--- src/rtl/id_ex_if.sv ---
// Decode-to-EX bundle for the ID/EX pipeline register: decoded inputs, registered
// EX-side outputs, the combinational stall back to fetch and the bubble counter.
interface id_ex_if #(
   parameter int unsigned XLEN  = 32,
   parameter int unsigned CNT_W = 16
);
   logic             valid_i;
   logic             reg_write_i, mem_to_reg_i, mem_write_i, mem_read_i;
   logic             branch_i, alu_src_i, lui_i, alu_op_i, auipc_i;
   logic [1:0]       jump_i;
   logic             illegal_i;
   logic             uses_rs1_i, uses_rs2_i;
   logic [4:0]       rs1_addr_i, rs2_addr_i, rd_addr_i;
   logic [2:0]       funct3_i;
   logic             funct7b5_i;
   logic [XLEN-1:0]  pc_i, rs1_data_i, rs2_data_i, imm_i;
   logic             flush_i;

   logic             valid_o;
   logic             reg_write_o, mem_to_reg_o, mem_write_o, mem_read_o;
   logic             branch_o, alu_src_o, lui_o, alu_op_o, auipc_o;
   logic [1:0]       jump_o;
   logic             illegal_o;
   logic [4:0]       rs1_addr_o, rs2_addr_o, rd_addr_o;
   logic [2:0]       funct3_o;
   logic             funct7b5_o;
   logic [XLEN-1:0]  pc_o, rs1_data_o, rs2_data_o, imm_o;
   logic             stall_o;
   logic [CNT_W-1:0] bubble_cnt_o;

   modport slave (
      input  valid_i, reg_write_i, mem_to_reg_i, mem_write_i, mem_read_i,
             branch_i, alu_src_i, lui_i, alu_op_i, auipc_i, jump_i, illegal_i,
             uses_rs1_i, uses_rs2_i, rs1_addr_i, rs2_addr_i, rd_addr_i,
             funct3_i, funct7b5_i, pc_i, rs1_data_i, rs2_data_i, imm_i, flush_i,
      output valid_o, reg_write_o, mem_to_reg_o, mem_write_o, mem_read_o,
             branch_o, alu_src_o, lui_o, alu_op_o, auipc_o, jump_o, illegal_o,
             rs1_addr_o, rs2_addr_o, rd_addr_o, funct3_o, funct7b5_o,
             pc_o, rs1_data_o, rs2_data_o, imm_o, stall_o, bubble_cnt_o
   );

   modport master (
      output valid_i, reg_write_i, mem_to_reg_i, mem_write_i, mem_read_i,
             branch_i, alu_src_i, lui_i, alu_op_i, auipc_i, jump_i, illegal_i,
             uses_rs1_i, uses_rs2_i, rs1_addr_i, rs2_addr_i, rd_addr_i,
             funct3_i, funct7b5_i, pc_i, rs1_data_i, rs2_data_i, imm_i, flush_i,
      input  valid_o, reg_write_o, mem_to_reg_o, mem_write_o, mem_read_o,
             branch_o, alu_src_o, lui_o, alu_op_o, auipc_o, jump_o, illegal_o,
             rs1_addr_o, rs2_addr_o, rd_addr_o, funct3_o, funct7b5_o,
             pc_o, rs1_data_o, rs2_data_o, imm_o, stall_o, bubble_cnt_o
   );
endinterface

--- src/rtl/id_ex_stage.sv ---
// ID/EX pipeline register for the RV32I core: load-use hazard detection, bubble
// insertion on stall/flush, illegal-opcode side-effect suppression, bubble counter.
module id_ex_stage #(
   parameter int unsigned XLEN  = 32,
   parameter int unsigned CNT_W = 16
) (
   input logic   clk,
   input logic   rst,
   id_ex_if.slave bus
);
   logic             valid_q, illegal_q;
   logic             reg_write_q, mem_to_reg_q, mem_write_q, mem_read_q;
   logic             branch_q, alu_src_q, lui_q, alu_op_q, auipc_q;
   logic [1:0]       jump_q;
   logic [4:0]       rs1_addr_q, rs2_addr_q, rd_addr_q;
   logic [2:0]       funct3_q;
   logic             funct7b5_q;
   logic [XLEN-1:0]  pc_q, rs1_data_q, rs2_data_q, imm_q;
   logic [CNT_W-1:0] cnt_q;

   logic hz, bubble, live, effect;

   always_comb begin
      hz = valid_q & mem_read_q & (rd_addr_q != 5'd0) & bus.valid_i &
           ((bus.uses_rs1_i & (bus.rs1_addr_i == rd_addr_q)) |
            (bus.uses_rs2_i & (bus.rs2_addr_i == rd_addr_q)));
      bubble = bus.flush_i | hz;
      live   = bus.valid_i;
      effect = bus.valid_i & ~bus.illegal_i;
   end

   assign bus.stall_o = hz & ~bus.flush_i & ~rst;

   always_ff @(posedge clk) begin
      if (rst) begin
         valid_q      <= 1'b0;
         illegal_q    <= 1'b0;
         reg_write_q  <= 1'b0;
         mem_to_reg_q <= 1'b0;
         mem_write_q  <= 1'b0;
         mem_read_q   <= 1'b0;
         branch_q     <= 1'b0;
         alu_src_q    <= 1'b0;
         lui_q        <= 1'b0;
         alu_op_q     <= 1'b0;
         auipc_q      <= 1'b0;
         jump_q       <= '0;
         rs1_addr_q   <= '0;
         rs2_addr_q   <= '0;
         rd_addr_q    <= '0;
         funct3_q     <= '0;
         funct7b5_q   <= 1'b0;
         pc_q         <= '0;
         rs1_data_q   <= '0;
         rs2_data_q   <= '0;
         imm_q        <= '0;
         cnt_q        <= '0;
      end else begin
         // Operand fields load unconditionally; a bubble is defined by valid/controls only.
         rs1_addr_q <= bus.rs1_addr_i;
         rs2_addr_q <= bus.rs2_addr_i;
         rd_addr_q  <= bus.rd_addr_i;
         funct3_q   <= bus.funct3_i;
         funct7b5_q <= bus.funct7b5_i;
         pc_q       <= bus.pc_i;
         rs1_data_q <= bus.rs1_data_i;
         rs2_data_q <= bus.rs2_data_i;
         imm_q      <= bus.imm_i;
         if (bubble) begin
            valid_q      <= 1'b0;
            illegal_q    <= 1'b0;
            reg_write_q  <= 1'b0;
            mem_to_reg_q <= 1'b0;
            mem_write_q  <= 1'b0;
            mem_read_q   <= 1'b0;
            branch_q     <= 1'b0;
            alu_src_q    <= 1'b0;
            lui_q        <= 1'b0;
            alu_op_q     <= 1'b0;
            auipc_q      <= 1'b0;
            jump_q       <= '0;
            if (cnt_q != '1) cnt_q <= cnt_q + CNT_W'(1);
         end else begin
            valid_q      <= live;
            illegal_q    <= live & bus.illegal_i;
            reg_write_q  <= effect & bus.reg_write_i;
            mem_write_q  <= effect & bus.mem_write_i;
            mem_read_q   <= effect & bus.mem_read_i;
            branch_q     <= effect & bus.branch_i;
            jump_q       <= effect ? bus.jump_i : 2'b00;
            mem_to_reg_q <= live & bus.mem_to_reg_i;
            alu_src_q    <= live & bus.alu_src_i;
            lui_q        <= live & bus.lui_i;
            alu_op_q     <= live & bus.alu_op_i;
            auipc_q      <= live & bus.auipc_i;
         end
      end
   end

   assign bus.valid_o      = valid_q;
   assign bus.illegal_o    = illegal_q;
   assign bus.reg_write_o  = reg_write_q;
   assign bus.mem_to_reg_o = mem_to_reg_q;
   assign bus.mem_write_o  = mem_write_q;
   assign bus.mem_read_o   = mem_read_q;
   assign bus.branch_o     = branch_q;
   assign bus.alu_src_o    = alu_src_q;
   assign bus.lui_o        = lui_q;
   assign bus.alu_op_o     = alu_op_q;
   assign bus.auipc_o      = auipc_q;
   assign bus.jump_o       = jump_q;
   assign bus.rs1_addr_o   = rs1_addr_q;
   assign bus.rs2_addr_o   = rs2_addr_q;
   assign bus.rd_addr_o    = rd_addr_q;
   assign bus.funct3_o     = funct3_q;
   assign bus.funct7b5_o   = funct7b5_q;
   assign bus.pc_o         = pc_q;
   assign bus.rs1_data_o   = rs1_data_q;
   assign bus.rs2_data_o   = rs2_data_q;
   assign bus.imm_o        = imm_q;
   assign bus.bubble_cnt_o = cnt_q;
endmodule

--- src/flat_wrapper.sv ---
// flat-port wrapper written by rule: the top's interface ports become plain ports
module id_ex_stage_flat 
#(
   parameter int unsigned XLEN  = 32,
   parameter int unsigned CNT_W = 16
)
  (clk, rst, bus_valid_i, bus_reg_write_i, bus_mem_to_reg_i, bus_mem_write_i, bus_mem_read_i, bus_branch_i, bus_alu_src_i, bus_lui_i, bus_alu_op_i, bus_auipc_i, bus_jump_i, bus_illegal_i, bus_uses_rs1_i, bus_uses_rs2_i, bus_rs1_addr_i, bus_rs2_addr_i, bus_rd_addr_i, bus_funct3_i, bus_funct7b5_i, bus_pc_i, bus_rs1_data_i, bus_rs2_data_i, bus_imm_i, bus_flush_i, bus_valid_o, bus_reg_write_o, bus_mem_to_reg_o, bus_mem_write_o, bus_mem_read_o, bus_branch_o, bus_alu_src_o, bus_lui_o, bus_alu_op_o, bus_auipc_o, bus_jump_o, bus_illegal_o, bus_rs1_addr_o, bus_rs2_addr_o, bus_rd_addr_o, bus_funct3_o, bus_funct7b5_o, bus_pc_o, bus_rs1_data_o, bus_rs2_data_o, bus_imm_o, bus_stall_o, bus_bubble_cnt_o);
  id_ex_if #(.XLEN(XLEN), .CNT_W(CNT_W)) bus_i ();
  input logic clk;
  input logic rst;
  input wire logic [$bits(bus_i.valid_i)-1:0] bus_valid_i;
  input wire logic [$bits(bus_i.reg_write_i)-1:0] bus_reg_write_i;
  input wire logic [$bits(bus_i.mem_to_reg_i)-1:0] bus_mem_to_reg_i;
  input wire logic [$bits(bus_i.mem_write_i)-1:0] bus_mem_write_i;
  input wire logic [$bits(bus_i.mem_read_i)-1:0] bus_mem_read_i;
  input wire logic [$bits(bus_i.branch_i)-1:0] bus_branch_i;
  input wire logic [$bits(bus_i.alu_src_i)-1:0] bus_alu_src_i;
  input wire logic [$bits(bus_i.lui_i)-1:0] bus_lui_i;
  input wire logic [$bits(bus_i.alu_op_i)-1:0] bus_alu_op_i;
  input wire logic [$bits(bus_i.auipc_i)-1:0] bus_auipc_i;
  input wire logic [$bits(bus_i.jump_i)-1:0] bus_jump_i;
  input wire logic [$bits(bus_i.illegal_i)-1:0] bus_illegal_i;
  input wire logic [$bits(bus_i.uses_rs1_i)-1:0] bus_uses_rs1_i;
  input wire logic [$bits(bus_i.uses_rs2_i)-1:0] bus_uses_rs2_i;
  input wire logic [$bits(bus_i.rs1_addr_i)-1:0] bus_rs1_addr_i;
  input wire logic [$bits(bus_i.rs2_addr_i)-1:0] bus_rs2_addr_i;
  input wire logic [$bits(bus_i.rd_addr_i)-1:0] bus_rd_addr_i;
  input wire logic [$bits(bus_i.funct3_i)-1:0] bus_funct3_i;
  input wire logic [$bits(bus_i.funct7b5_i)-1:0] bus_funct7b5_i;
  input wire logic [$bits(bus_i.pc_i)-1:0] bus_pc_i;
  input wire logic [$bits(bus_i.rs1_data_i)-1:0] bus_rs1_data_i;
  input wire logic [$bits(bus_i.rs2_data_i)-1:0] bus_rs2_data_i;
  input wire logic [$bits(bus_i.imm_i)-1:0] bus_imm_i;
  input wire logic [$bits(bus_i.flush_i)-1:0] bus_flush_i;
  output wire logic [$bits(bus_i.valid_o)-1:0] bus_valid_o;
  output wire logic [$bits(bus_i.reg_write_o)-1:0] bus_reg_write_o;
  output wire logic [$bits(bus_i.mem_to_reg_o)-1:0] bus_mem_to_reg_o;
  output wire logic [$bits(bus_i.mem_write_o)-1:0] bus_mem_write_o;
  output wire logic [$bits(bus_i.mem_read_o)-1:0] bus_mem_read_o;
  output wire logic [$bits(bus_i.branch_o)-1:0] bus_branch_o;
  output wire logic [$bits(bus_i.alu_src_o)-1:0] bus_alu_src_o;
  output wire logic [$bits(bus_i.lui_o)-1:0] bus_lui_o;
  output wire logic [$bits(bus_i.alu_op_o)-1:0] bus_alu_op_o;
  output wire logic [$bits(bus_i.auipc_o)-1:0] bus_auipc_o;
  output wire logic [$bits(bus_i.jump_o)-1:0] bus_jump_o;
  output wire logic [$bits(bus_i.illegal_o)-1:0] bus_illegal_o;
  output wire logic [$bits(bus_i.rs1_addr_o)-1:0] bus_rs1_addr_o;
  output wire logic [$bits(bus_i.rs2_addr_o)-1:0] bus_rs2_addr_o;
  output wire logic [$bits(bus_i.rd_addr_o)-1:0] bus_rd_addr_o;
  output wire logic [$bits(bus_i.funct3_o)-1:0] bus_funct3_o;
  output wire logic [$bits(bus_i.funct7b5_o)-1:0] bus_funct7b5_o;
  output wire logic [$bits(bus_i.pc_o)-1:0] bus_pc_o;
  output wire logic [$bits(bus_i.rs1_data_o)-1:0] bus_rs1_data_o;
  output wire logic [$bits(bus_i.rs2_data_o)-1:0] bus_rs2_data_o;
  output wire logic [$bits(bus_i.imm_o)-1:0] bus_imm_o;
  output wire logic [$bits(bus_i.stall_o)-1:0] bus_stall_o;
  output wire logic [$bits(bus_i.bubble_cnt_o)-1:0] bus_bubble_cnt_o;
  assign bus_i.valid_i = bus_valid_i;
  assign bus_i.reg_write_i = bus_reg_write_i;
  assign bus_i.mem_to_reg_i = bus_mem_to_reg_i;
  assign bus_i.mem_write_i = bus_mem_write_i;
  assign bus_i.mem_read_i = bus_mem_read_i;
  assign bus_i.branch_i = bus_branch_i;
  assign bus_i.alu_src_i = bus_alu_src_i;
  assign bus_i.lui_i = bus_lui_i;
  assign bus_i.alu_op_i = bus_alu_op_i;
  assign bus_i.auipc_i = bus_auipc_i;
  assign bus_i.jump_i = bus_jump_i;
  assign bus_i.illegal_i = bus_illegal_i;
  assign bus_i.uses_rs1_i = bus_uses_rs1_i;
  assign bus_i.uses_rs2_i = bus_uses_rs2_i;
  assign bus_i.rs1_addr_i = bus_rs1_addr_i;
  assign bus_i.rs2_addr_i = bus_rs2_addr_i;
  assign bus_i.rd_addr_i = bus_rd_addr_i;
  assign bus_i.funct3_i = bus_funct3_i;
  assign bus_i.funct7b5_i = bus_funct7b5_i;
  assign bus_i.pc_i = bus_pc_i;
  assign bus_i.rs1_data_i = bus_rs1_data_i;
  assign bus_i.rs2_data_i = bus_rs2_data_i;
  assign bus_i.imm_i = bus_imm_i;
  assign bus_i.flush_i = bus_flush_i;
  assign bus_valid_o = bus_i.valid_o;
  assign bus_reg_write_o = bus_i.reg_write_o;
  assign bus_mem_to_reg_o = bus_i.mem_to_reg_o;
  assign bus_mem_write_o = bus_i.mem_write_o;
  assign bus_mem_read_o = bus_i.mem_read_o;
  assign bus_branch_o = bus_i.branch_o;
  assign bus_alu_src_o = bus_i.alu_src_o;
  assign bus_lui_o = bus_i.lui_o;
  assign bus_alu_op_o = bus_i.alu_op_o;
  assign bus_auipc_o = bus_i.auipc_o;
  assign bus_jump_o = bus_i.jump_o;
  assign bus_illegal_o = bus_i.illegal_o;
  assign bus_rs1_addr_o = bus_i.rs1_addr_o;
  assign bus_rs2_addr_o = bus_i.rs2_addr_o;
  assign bus_rd_addr_o = bus_i.rd_addr_o;
  assign bus_funct3_o = bus_i.funct3_o;
  assign bus_funct7b5_o = bus_i.funct7b5_o;
  assign bus_pc_o = bus_i.pc_o;
  assign bus_rs1_data_o = bus_i.rs1_data_o;
  assign bus_rs2_data_o = bus_i.rs2_data_o;
  assign bus_imm_o = bus_i.imm_o;
  assign bus_stall_o = bus_i.stall_o;
  assign bus_bubble_cnt_o = bus_i.bubble_cnt_o;
  id_ex_stage #(.XLEN(XLEN), .CNT_W(CNT_W)) u_core (.clk(clk), .rst(rst), .bus(bus_i));
endmodule
--- config.mk ---
export PLATFORM = sky130hd
export DESIGN_NAME = id_ex_stage_flat
export DESIGN_NICKNAME = d
export VERILOG_FILES = /design/src/rtl/id_ex_if.sv /design/src/rtl/id_ex_stage.sv /design/src/flat_wrapper.sv
export SDC_FILE = /design/constraint.sdc
export NUM_CORES = 1
export LEC_CHECK = 0
export CORE_MARGIN = 2
export CORE_UTILIZATION = 25
export CTS_BUF_LIST = sky130_fd_sc_hd__clkbuf_8
export DETAILED_ROUTE_END_ITERATION = 10
export GPL_TIMING_DRIVEN = 0
export PLACE_DENSITY = 0.61
export RECOVER_POWER = 100
export REMOVE_ABC_BUFFERS = 1
export SYNTH_ARGS = -nofsm -noshare
export SYNTH_HDL_FRONTEND = slang
export SYNTH_SLANG_ARGS = --single-unit
--- constraint.sdc ---
create_clock -name clk -period 2.03 [get_ports clk]
set_input_delay 0.406 -clock clk [delete_from_list [all_inputs] [get_ports clk]]
set_output_delay 0.406 -clock clk [all_outputs]
set_load 0.01 [all_outputs]
== Word-level counts from Yosys, hierarchy flattened ==
Cells that the tools add are included.
Word-level totals
  register bits after elaboration: 176
  input port bits: 165
  output and inout port bits: 177
  logic and storage cells: 55
Operators by class
  $add $sub $neg: 1
  equality and inequality tests: 3
  bitwise gates (word level): 25
  reduce and logical (&&, ||, !) cells: 4
Operator list (number)
  $and A1 B1 Y1: 19
  $add A16 B1 Y16 const B: 1
  $ne A16 B16 Y1 const B: 1
  $eq A5 B5 Y1: 2
  $reduce_bool A5 Y1: 1
  $not A1 Y1: 4
  $reduce_or A3 Y1: 1
  $or A1 B1 Y1: 2
  $reduce_and A2 Y1: 1
  $reduce_or A2 Y1: 1

== Longest topological paths before layout ==
Gate-level depths: netlist of run 1.
  word-level depth: 6
  mapped depth: 7
  gate-level depth less buffers: 7

== Worst setup path before layout of run 1 ==
Ideal clock, no wire load.
  kind: flip-flop to flip-flop
  from: register u_core.cnt_q[0] (netlist: u_core.bus.bubble_cnt_o[0])
  to: register u_core.cnt_q[7] (netlist: u_core.bus.bubble_cnt_o[7])
  library setup time: 121 ps
  arrival time: 1716 ps
  required time: 1909 ps
  slack: 193 ps
  stages on the path, launching flop included: 7
  path buffers: 0
  clock period less this slack: 1837 ps
  cells stage by stage: dfxtp_1 > ha_1 > and3_1 > nand3_1 > nor2_2 > nor4b_1 > mux2_2
Between the ends
  cells in the longest elaborated chain, start to end: 2
  elaborated cells on any way between the ends: 3
  those cells by class: 1 x add/sub; 1 x eq/ne; 1 x reduce/logical
RTL lines
  start: declaration: line id_ex_stage.sv:19  | logic [CNT_W-1:0] cnt_q;
  start signal: assignment: line id_ex_stage.sv:82  | if (cnt_q != '1) cnt_q <= cnt_q + CNT_W'(1);
  branches (longest 2 deep; another with $add A16 B1 Y16)
Parallel ways; which one is timed is not known.
A chain may end at the register's enable or synchronous reset.

== Worst setup path after layout of run 1 ==
  from: input port bus_rs1_addr_i[3]
  to: output port bus_stall_o
Between the ends
  cells in the longest elaborated chain, start to end: 6
RTL lines
  start: declaration: line flat_wrapper.sv:25  | input wire logic [$bits(bus_i.rs1_addr_i)-1:0] bus_rs1_addr_i;
  $eq A5 B5 Y1: line id_ex_stage.sv:25  | ((bus.uses_rs1_i & (bus.rs1_addr_i == rd_addr_q)) |
  $and A1 B1 Y1: line id_ex_stage.sv:25
  $or A1 B1 Y1: line id_ex_stage.sv:25
  $and A1 B1 Y1: line id_ex_stage.sv:24  | hz = valid_q & mem_read_q & (rd_addr_q != 5'd0) & bus.valid_i &
  $and A1 B1 Y1 (2 in series): line id_ex_stage.sv:32  | assign bus.stall_o = hz & ~bus.flush_i & ~rst;
  end: declaration: line flat_wrapper.sv:56  | output wire logic [$bits(bus_i.stall_o)-1:0] bus_stall_o;
No other way between the ends.

==> results.cfg, run 1 <==
[pwr]
leakage_uw = 0.00358
p_int_uw = 5210
p_sw_frac = 0.259
seq_power_share = 0.522
share_comb_of_total_power = 0.137
switchingPower_uw = 1820
p_clk_frac = 0.341
vdd_drop_max_mv = 0.400
power_density_mw_per_mm2 = 735

[timing]
drv_slew = 0
post-route-period-util = 1.05
fmax_mhz = 468
hold_viol_final = 0
finalSetupViolCount = 3
worst_slew_pin_slew_ns = 0.642
skew_ns = 0.0160
setup_ws_ns = -0.105
setup-tns-final_ns = -0.166
rsz0062_at_grt = yes
relSlewSlack = 0.572
fin_crit_ns = 2.13

[floorplanning]
num_io_pins = 342
die_y_um = 150
chipWidth_um = 150
placementRows = 53
initial_core_util = 0.254
core_mm2 = 0.0209
floorplan.die_area_mm2 = 0.0224

[grt]
grt_pass1_vias = 4045
grt_pass1_wl_mm = 23.1
antenna_found_initial = 0
grt_max_degree = 88
grtUsageTotal = 0.136
grt-ovfl-total = 0

[synth]
syn_area_per_cell_um2 = 11.5
synth_edf_count = 0
ys_async_sr_fraction = 0
synth_seq_cells = 176
ys_warn_count = 0
yosys_most_used_dff = dfxtp_1
synth_cell_types = 39
syn_inst = 462
yosysSeqAreaShare = 0.665
syn_area_mm2 = 0.00530

[placement]
hpwl_mm = 12.2
postPlaceCellArea_mm2 = 0.00901
gp_congestion = 0.711
portBuffers = 341

[cells_and_area]
area_delta_synth_final_pct = 80.4
final_common_cell = clkdlybuf4s50_1
drive_gt1_frac = 0.0876
mostFrequentLayoutCells = clkdlybuf4s50_1, dfxtp_1, nor2b_1
layout.nets = 975
antenna_cells = 0
finish.utilization = 0.458
final_area_mm2 = 0.00957
fillers = 2032

[critical_path]
worstSetupEndpointType = primary output
cp_max_fo = 2
cp.arrival_ns = 1.73
critPathKind = in2out
slowest_delay_ns = 0.53
path_cells = clkdlybuf4s50_1 -> xnor2_1 -> nand4_1 -> o22ai_2 -> nand2_2 -> nor3_2 -> buf_2
cp_num_buf_inv = 2
critPathSlowestCell = clkdlybuf4s50_1
cp-start-kind = input pin
cp.required_ns = 1.62
cp_top_family = buffers and inverters

[run]
cap_violations = 0

[cts]
numCtsBuffers = 17
cts_sinks = 176
cts_tree = done
root_buffer = clkbuf_8
clk_latency_ns = 0.46
path_clk_slew_ns = 0.09
cts.path.max_buffers = 2
h-tree-depth = 4

[detailed_routing]
initialDrtViolationCount = 135
route.met2.wl_mm = 8.03
wire_per_inst_um = 14.9
met3_length_mm = 1.49
vias = 4346
routed_via_density = 3.96
ant_nets = 0
drc = 0
wl_met1_mm = 6.55
wl_mm = 16.4
drt_pre_antenna_iters = 4
highest-signal-layer = met4

[run_status]
violations = setup timing
status = complete, but fails checks

[min_path]
hold_path.class = in2reg
-- power by group through the flow --
stage               clock network [uW]  registers, uW  logic (uW)
floorplan                            0           3830         138
global placement                     0           3750         971
detailed placement                   0           3750         953
CTS                               2500           3670         961
global route                      2620           3680        1030
finish                            2400           3670         965
-- synthesized netlist by cell type (2+ instances only) --
cell / number / area [um2]
a21oi_1: 12 / 60.1
and2_1: 7 / 43.8
clkbuf_1: 20 / 75.1
dfxtp_1: 176 / 3520
inv_1: 2 / 7.51
mux2_2: 3 / 33.8
nand2_1: 6 / 22.5
nand3_1: 9 / 45.0
nand4_1: 2 / 12.5
nor2_1: 8 / 30.0
nor2b_1: 150 / 938
nor3_1: 3 / 15.0
nor3b_1: 6 / 45.0
nor4_1: 2 / 12.5
o2111ai_1: 3 / 26.3
o21ai_0: 9 / 45.0
o21ai_1: 2 / 10.0
o31ai_1: 2 / 15.0
or3_1: 9 / 56.3
or4_1: 3 / 22.5
xnor2_1: 10 / 87.6
-- through the flow --
stage | worst slack (ns) | power (uW) | std cells | hold WS [ns]
2_1_floorplan | 0.169 | 3970 | 441 | 0.475
3_3_place_gp | -4.43 | 4720 | 1057 | 0.478
3_5_place_dp | -0.670 | 4700 | 1058 | 0.491
4_1_cts | -0.117 | 7130 | 1092 | 0.343
5_1_grt | -0.178 | 7340 | 1097 | 0.263
6_report | -0.105 | 7030 | 1097 | 0.275
-- logic make-up (layout without fill, tap and decap cells) --
kind of cell | Yosys count | count (layout) | share of synthesized area
AND/OR/NAND/NOR | 214 | 214 | 0.250
XOR/XNOR | 10 | 10 | 0.0165
flip-flops | 176 | 176 | 0.665
multiplexers | 4 | 4 | 0.00826
AO/OA/AOI/OAI | 34 | 35 | 0.0415
buffers and inverters | 23 | 382 | 0.0165
adder cells (fa/ha/maj) | 1 | 1 | 0.00236
-- timing repair --
| item | 4_1_cts | 5_1_grt |
|---|---|---|
| hold endpoints to repair | 0 | 0 |
| buffers inserted | 2 | 4 |
| endpoints found under the setup margin | 5 | 6 |
| resized for setup | 17 | 19 |
| hold buffers | 0 | 0 |
| cloned | 0 | 1 |
| pin swaps | 2 | 7 |
-- metal layers --
| metal | vias up | GRT usage |
|---|---|---|
| met5 | - | 0 |
| met4 | 0 | 0.0548 |
| met3 | 19 | 0.0476 |
| met2 | 192 | 0.228 |
| met1 | 1951 | 0.159 |
| li1 | 2184 | - |
-- area by class of cell --
type	instances	area, um2	share of cell area
well taps	275	344	0.0360
repair buffers	348	3490	0.365
multi-input cells	264	1790	0.188
clock inverters	14	144	0.0150
flip-flops and latches	176	3540	0.370
inverters	2	7.51	0.000785
clock buffers	18	248	0.0259
-- worst register-to-register path: stages (launching register included) --
cell and delay, ns:
dfxtp_4 0.38, xnor2_2 0.13, nand4_1 0.13, o22ai_2 0.24, buf_4 0.15, buf_6 0.11, a21oi_4 0.12, or4_1 0.49
a211oi_1 0.22
-- worst paths after layout --
path                                                                from                                  endpoint  slack [ns]  cells after the start
worst max-delay path                                   bus_rs1_addr_i[3]                               bus_stall_o       -0.10                      7
worst min-delay path                                   bus_rs2_addr_i[4]       u_core.bus.rs2_addr_o[4]$_SDFF_PP0_        0.28                      2
worst max register to register        u_core.bus.rd_addr_o[2]$_SDFF_PP0_  u_core.bus.bubble_cnt_o[15]$_SDFFE_PP0P_           0                      8
worst min register to register  u_core.bus.bubble_cnt_o[15]$_SDFFE_PP0P_  u_core.bus.bubble_cnt_o[15]$_SDFFE_PP0P_        0.51                      2
-- sequential cells by signal, indices dropped and copies added, names as in the netlist, 2 cells and up --
name	cells
u_core.bus.rs2_data_o	32
u_core.bus.imm_o	32
u_core.bus.rs2_addr_o	5
u_core.bus.rd_addr_o	5
u_core.bus.pc_o	32
u_core.bus.rs1_addr_o	5
u_core.bus.funct3_o	3
u_core.bus.jump_o	2
u_core.bus.rs1_data_o	32
u_core.bus.bubble_cnt_o	16
No activity file was read; power rests on OpenSTA's default activity.
==> run 2: changes to the inputs <==
CTS_CLUSTER_SIZE = 10   (was unset)
clock period = 2.3 ns   (was 2.03 ns; I/O delays follow)
==> results.cfg, run 2 (synthesis gave the netlist of run 1 again) <==
[cts]
cts_tree = done
path_clk_slew_ns = 0.10
numCtsBuffers = 17
clk_latency_ns = 0.45
holdBufCountCts = 0
cts_sinks = 176
cts.path.max_buffers = 2
h-tree-depth = 4
root_buffer = clkbuf_8

[cells_and_area]
final_common_cell = dlygate4sd3_1
finalNonFillerCells = 1092
fillers = 2049
mostFrequentLayoutCells = dlygate4sd3_1, dfxtp_1, clkdlybuf4s50_1
antenna_cells = 0
final_area_mm2 = 0.00944
drive_gt1_frac = 0.0685
area_delta_synth_final_pct = 78.1
finish.utilization = 0.452
layout.nets = 970

[timing]
skew_ns = 0.0142
worst_slew_pin_slew_ns = 0.936
fin_crit_ns = 2.21
hold_viol_final = 0
relSlewSlack = 0.376
finalSetupViolCount = 0
post-route-period-util = 0.963
rsz0062_at_grt = no
worst_hold_slack_ns = 0.294
drv_slew = 0
fmax_mhz = 452

[grt]
antenna_found_initial = 0
grt_max_degree = 88
grt_pass1_vias = 4044
grtUsageTotal = 0.136
grt-ovfl-total = 0
grt_pass1_wl_mm = 23.1

[pwr]
p_sw_frac = 0.259
leakage_uw = 0.00394
power_density_mw_per_mm2 = 649
switchingPower_uw = 1590
p_int_uw = 4540
vdd_drop_max_mv = 0.360
share_comb_of_total_power = 0.127
seq_power_share = 0.527
p_clk_frac = 0.345

[detailed_routing]
vias = 4292
ant_nets = 0
wire_per_inst_um = 14.7
drt_pre_antenna_iters = 6
routed_via_density = 3.93
wl_mm = 16.0
initialDrtViolationCount = 124
drc = 0

[floorplanning]
num_io_pins = 342
placementRows = 53
floorplan.die_area_mm2 = 0.0224
initial_core_util = 0.254
chipWidth_um = 150
die_y_um = 150
core_mm2 = 0.0209

[placement]
postPlaceCellArea_mm2 = 0.00901
place_inst = 1058
hpwl_mm = 12.2
portBuffers = 341
gp_congestion = 0.711

[critical_path]
cp_max_fo = 3
worstSetupEndpointType = primary output
cp.required_ns = 1.84
cp.arrival_ns = 1.75
critPathKind = in2out
cp-start-kind = input pin

[min_path]
hold_path.class = in2reg

[run_status]
status = complete, no violations

[run]
cap_violations = 0
==> run 2: layout make-up <==
class	instances	area, um2	area share
Timing Repair Buffer	344	3440	0.365
Clock inverter	14	144	0.0152
Multi-Input combinational cell	263	1720	0.183
Tap cell	275	344	0.0364
Inverter	2	7.51	0.000795
Clock buffer	18	248	0.0262
Sequential cell	176	3530	0.374
==> run 2: worst paths after layout <==
kind	start	cells past startpoint	slack, ns	endpoint
hold reg to reg	u_core.bus.bubble_cnt_o[15]$_SDFFE_PP0P_	2	0.50	u_core.bus.bubble_cnt_o[15]$_SDFFE_PP0P_
setup reg to reg	u_core.bus.rd_addr_o[1]$_SDFF_PP0_	7	0.26	u_core.bus.bubble_cnt_o[7]$_SDFFE_PP0P_
setup / recovery	bus_rs1_addr_i[4]	7	0.09	bus_stall_o
hold / removal	bus_rs2_addr_i[0]	2	0.29	u_core.bus.rs2_addr_o[0]$_SDFF_PP0_
==> run 2: stage by stage <==
step	total power, uW	TNS, ns	worst slack, ns
CTS	6290	0	0.00768
global route	6400	0	0.0124
detailed placement	4150	-4.37	-0.508
global placement	4160	-611.31	-4.27
finish	6130	0	0.0857
floorplan	3500	0	0.419
==> run 2: repair_timing <==
| item | in CTS | in global routing |
|---|---|---|
| hold endpoints to repair | 0 | 0 |
| setup buffers | 1 | 1 |
| gates resized for setup | 7 | 15 |
| endpoints found under the setup margin | 1 | 8 |
| pin swaps | 1 | 6 |
==> run 2: layer usage <==
| layer | global-route usage | wire (um) | vias to the layer above | part of all wire |
|---|---|---|---|---|
| li1 | - | - | 2170 | - |
| met1 | 0.159 | 6410 | 1920 | 0.40 |
| met2 | 0.228 | 7890 | 183 | 0.49 |
| met3 | 0.0476 | 1420 | 19 | 0.089 |
| met4 | 0.0548 | 310 | 0 | 0.019 |
| met5 | 0 | 0 | - | 0 |
==> run 2: power by group through the flow <==
| stage | sequential, uW | combinational [uW] | clock, uW |
|---|---|---|---|
| 5_1_grt | 3250 | 841 | 2310 |
| 4_1_cts | 3240 | 847 | 2200 |
| 2_1_floorplan | 3380 | 122 | 0 |
| 6_report | 3230 | 780 | 2110 |
| 3_5_place_dp | 3310 | 842 | 0 |
| 3_3_place_gp | 3310 | 857 | 0 |
==> run 2: critical path: stages <==
cell,delay (ns)
clkdlybuf4s50_1,0.49
xnor2_1,0.12
nand4_1,0.12
o22ai_2,0.19
nand2_2,0.10
nor3_2,0.10
buf_2,0.16
==> run 3: changes to the inputs <==
CAP_MARGIN = 20   (was unset)
CTS_CLUSTER_SIZE = 30   (was 10)
HOLD_SLACK_MARGIN = 0.06   (was unset)
==> results.cfg, run 3 (synthesis gave the netlist of run 1 again) <==
[grt]
grt_pass1_wl_mm = 23.1
antenna_found_initial = 0
grtUsageTotal = 0.136
grt_max_degree = 88
grt-ovfl-total = 0
grt_pass1_vias = 4044

[floorplanning]
floorplan.die_area_mm2 = 0.0224
placementRows = 53
chipWidth_um = 150
core_mm2 = 0.0209
die_y_um = 150
initial_core_util = 0.254
num_io_pins = 342

[detailed_routing]
vias = 4292
ant_nets = 0
drc = 0
wire_per_inst_um = 14.7
wl_mm = 16.0
drt_pre_antenna_iters = 6
initialDrtViolationCount = 124
routed_via_density = 3.93

[min_path]
min_path_cells = 2
hp-start = bus_rs2_addr_i[0]
holdPathEnd = u_core.bus.rs2_addr_o[0]$_SDFF_PP0_
hold_path.class = in2reg

[cells_and_area]
antenna_cells = 0
finalNonFillerCells = 1092
final_common_cell = dlygate4sd3_1
area_delta_synth_final_pct = 78.1
mostFrequentLayoutCells = dlygate4sd3_1, dfxtp_1, clkdlybuf4s50_1
drive_gt1_frac = 0.0685
layout.nets = 970

[cts]
numCtsBuffers = 17
path_clk_slew_ns = 0.10
h-tree-depth = 4
cts.path.max_buffers = 2
root_buffer = clkbuf_8
cts_sinks = 176
cts_tree = done
holdBufCountCts = 0
clk_latency_ns = 0.45

[critical_path]
r2r-end = u_core.bus.bubble_cnt_o[7]$_SDFFE_PP0P_
worstSetupEndpointType = primary output
slowest_delay_ns = 0.49
r2r_slack_ns = 0.26
cp.required_ns = 1.84
cp_max_fo = 3
rr_worst_depth = 7
cp_top_family = buffers and inverters
cp.arrival_ns = 1.75
cp_num_buf_inv = 2
critPathSlowestCell = clkdlybuf4s50_1
path_cells = clkdlybuf4s50_1 -> xnor2_1 -> nand4_1 -> o22ai_2 -> nand2_2 -> nor3_2 -> buf_2
cp-start-kind = input pin
rr_startpoint = u_core.bus.rd_addr_o[1]$_SDFF_PP0_
critPathKind = in2out

[placement]
gp_congestion = 0.711
hpwl_mm = 12.2
portBuffers = 341
place_inst = 1058

[timing]
worst_slew_pin_slew_ns = 0.936
skew_ns = 0.0142
finalSetupViolCount = 0
fmax_mhz = 452
rsz0062_at_grt = no
setup-tns-final_ns = 0
hold_viol_final = 0
drv_slew = 0
fin_crit_ns = 2.21
post-route-period-util = 0.963
relSlewSlack = 0.376

[pwr]
vdd_drop_max_mv = 0.360
power_density_mw_per_mm2 = 649
leakage_uw = 0.00394

[run]
cap_violations = 0

[run_status]
status = complete, no violations
==> run 3: cell counts in the layout (fill, tap and decap cells not counted) <==
Identical to the previous run, type by type.
==> run 3: area by class of cell <==
cell class / instances / area, um2
clock buffer: 18 / 248
clock inverter: 14 / 144
fill: 2049 / 11400
inverter: 2 / 7.51
multi-input combinational: 263 / 1720
sequential: 176 / 3530
tap: 275 / 344
timing repair buffer: 344 / 3440
==> run 3: worst max path at each step <==
stage	depth (start not counted)	start	slack, ns	to
after floorplan	6	bus_rs2_addr_i[0]	0.42	u_core.bus.bubble_cnt_o[7]$_SDFFE_PP0P_
after global placement	3	rst	-4.27	bus_stall_o
after detailed placement	7	bus_rs2_addr_i[1]	-0.51	bus_stall_o
after CTS	7	bus_rs1_addr_i[1]	0.008	bus_stall_o
after global routing	7	bus_rs1_addr_i[4]	0.01	bus_stall_o
final	7	bus_rs1_addr_i[4]	0.09	bus_stall_o
==> run 3: power breakdown <==
| group | switching (uW) | internal [uW] | total (uW) |
|---|---|---|---|
| clock network | 1280 | 839 | 2110 |
| logic | 273 | 507 | 780 |
| registers | 40.4 | 3190 | 3230 |
| total | 1590 | 4540 | 6130 |
==> run 3: metrics by stage <==
step	instance area (um2)	hold slack [ns]	setup WS (ns)	total power, uW	utilization
final	9440	0.294	0.0857	6130	0.452
after global routing	9440	0.297	0.0124	6400	0.452
after CTS	9400	0.397	0.00768	6290	0.450
after detailed placement	9010	0.491	-0.508	4150	0.431
after global placement	8980	0.478	-4.27	4160	0.430
after floorplan	5220	0.484	0.419	3500	-
==> run 3: timing repair <==
action / in CTS / in global routing
resized for setup: 7 / 15
setup endpoints to repair: 1 / 8
setup buffers: 1 / 1
gates cloned: 0 / 0
pin swaps: 1 / 6
==> run 3: layer usage <==
metal / track usage / share of wire / up-vias
met5: 0 / 0 / -
met3: 0.0476 / 0.089 / 19
li1: - / - / 2170
met1: 0.159 / 0.40 / 1920
met4: 0.0548 / 0.019 / 0
met2: 0.228 / 0.49 / 183
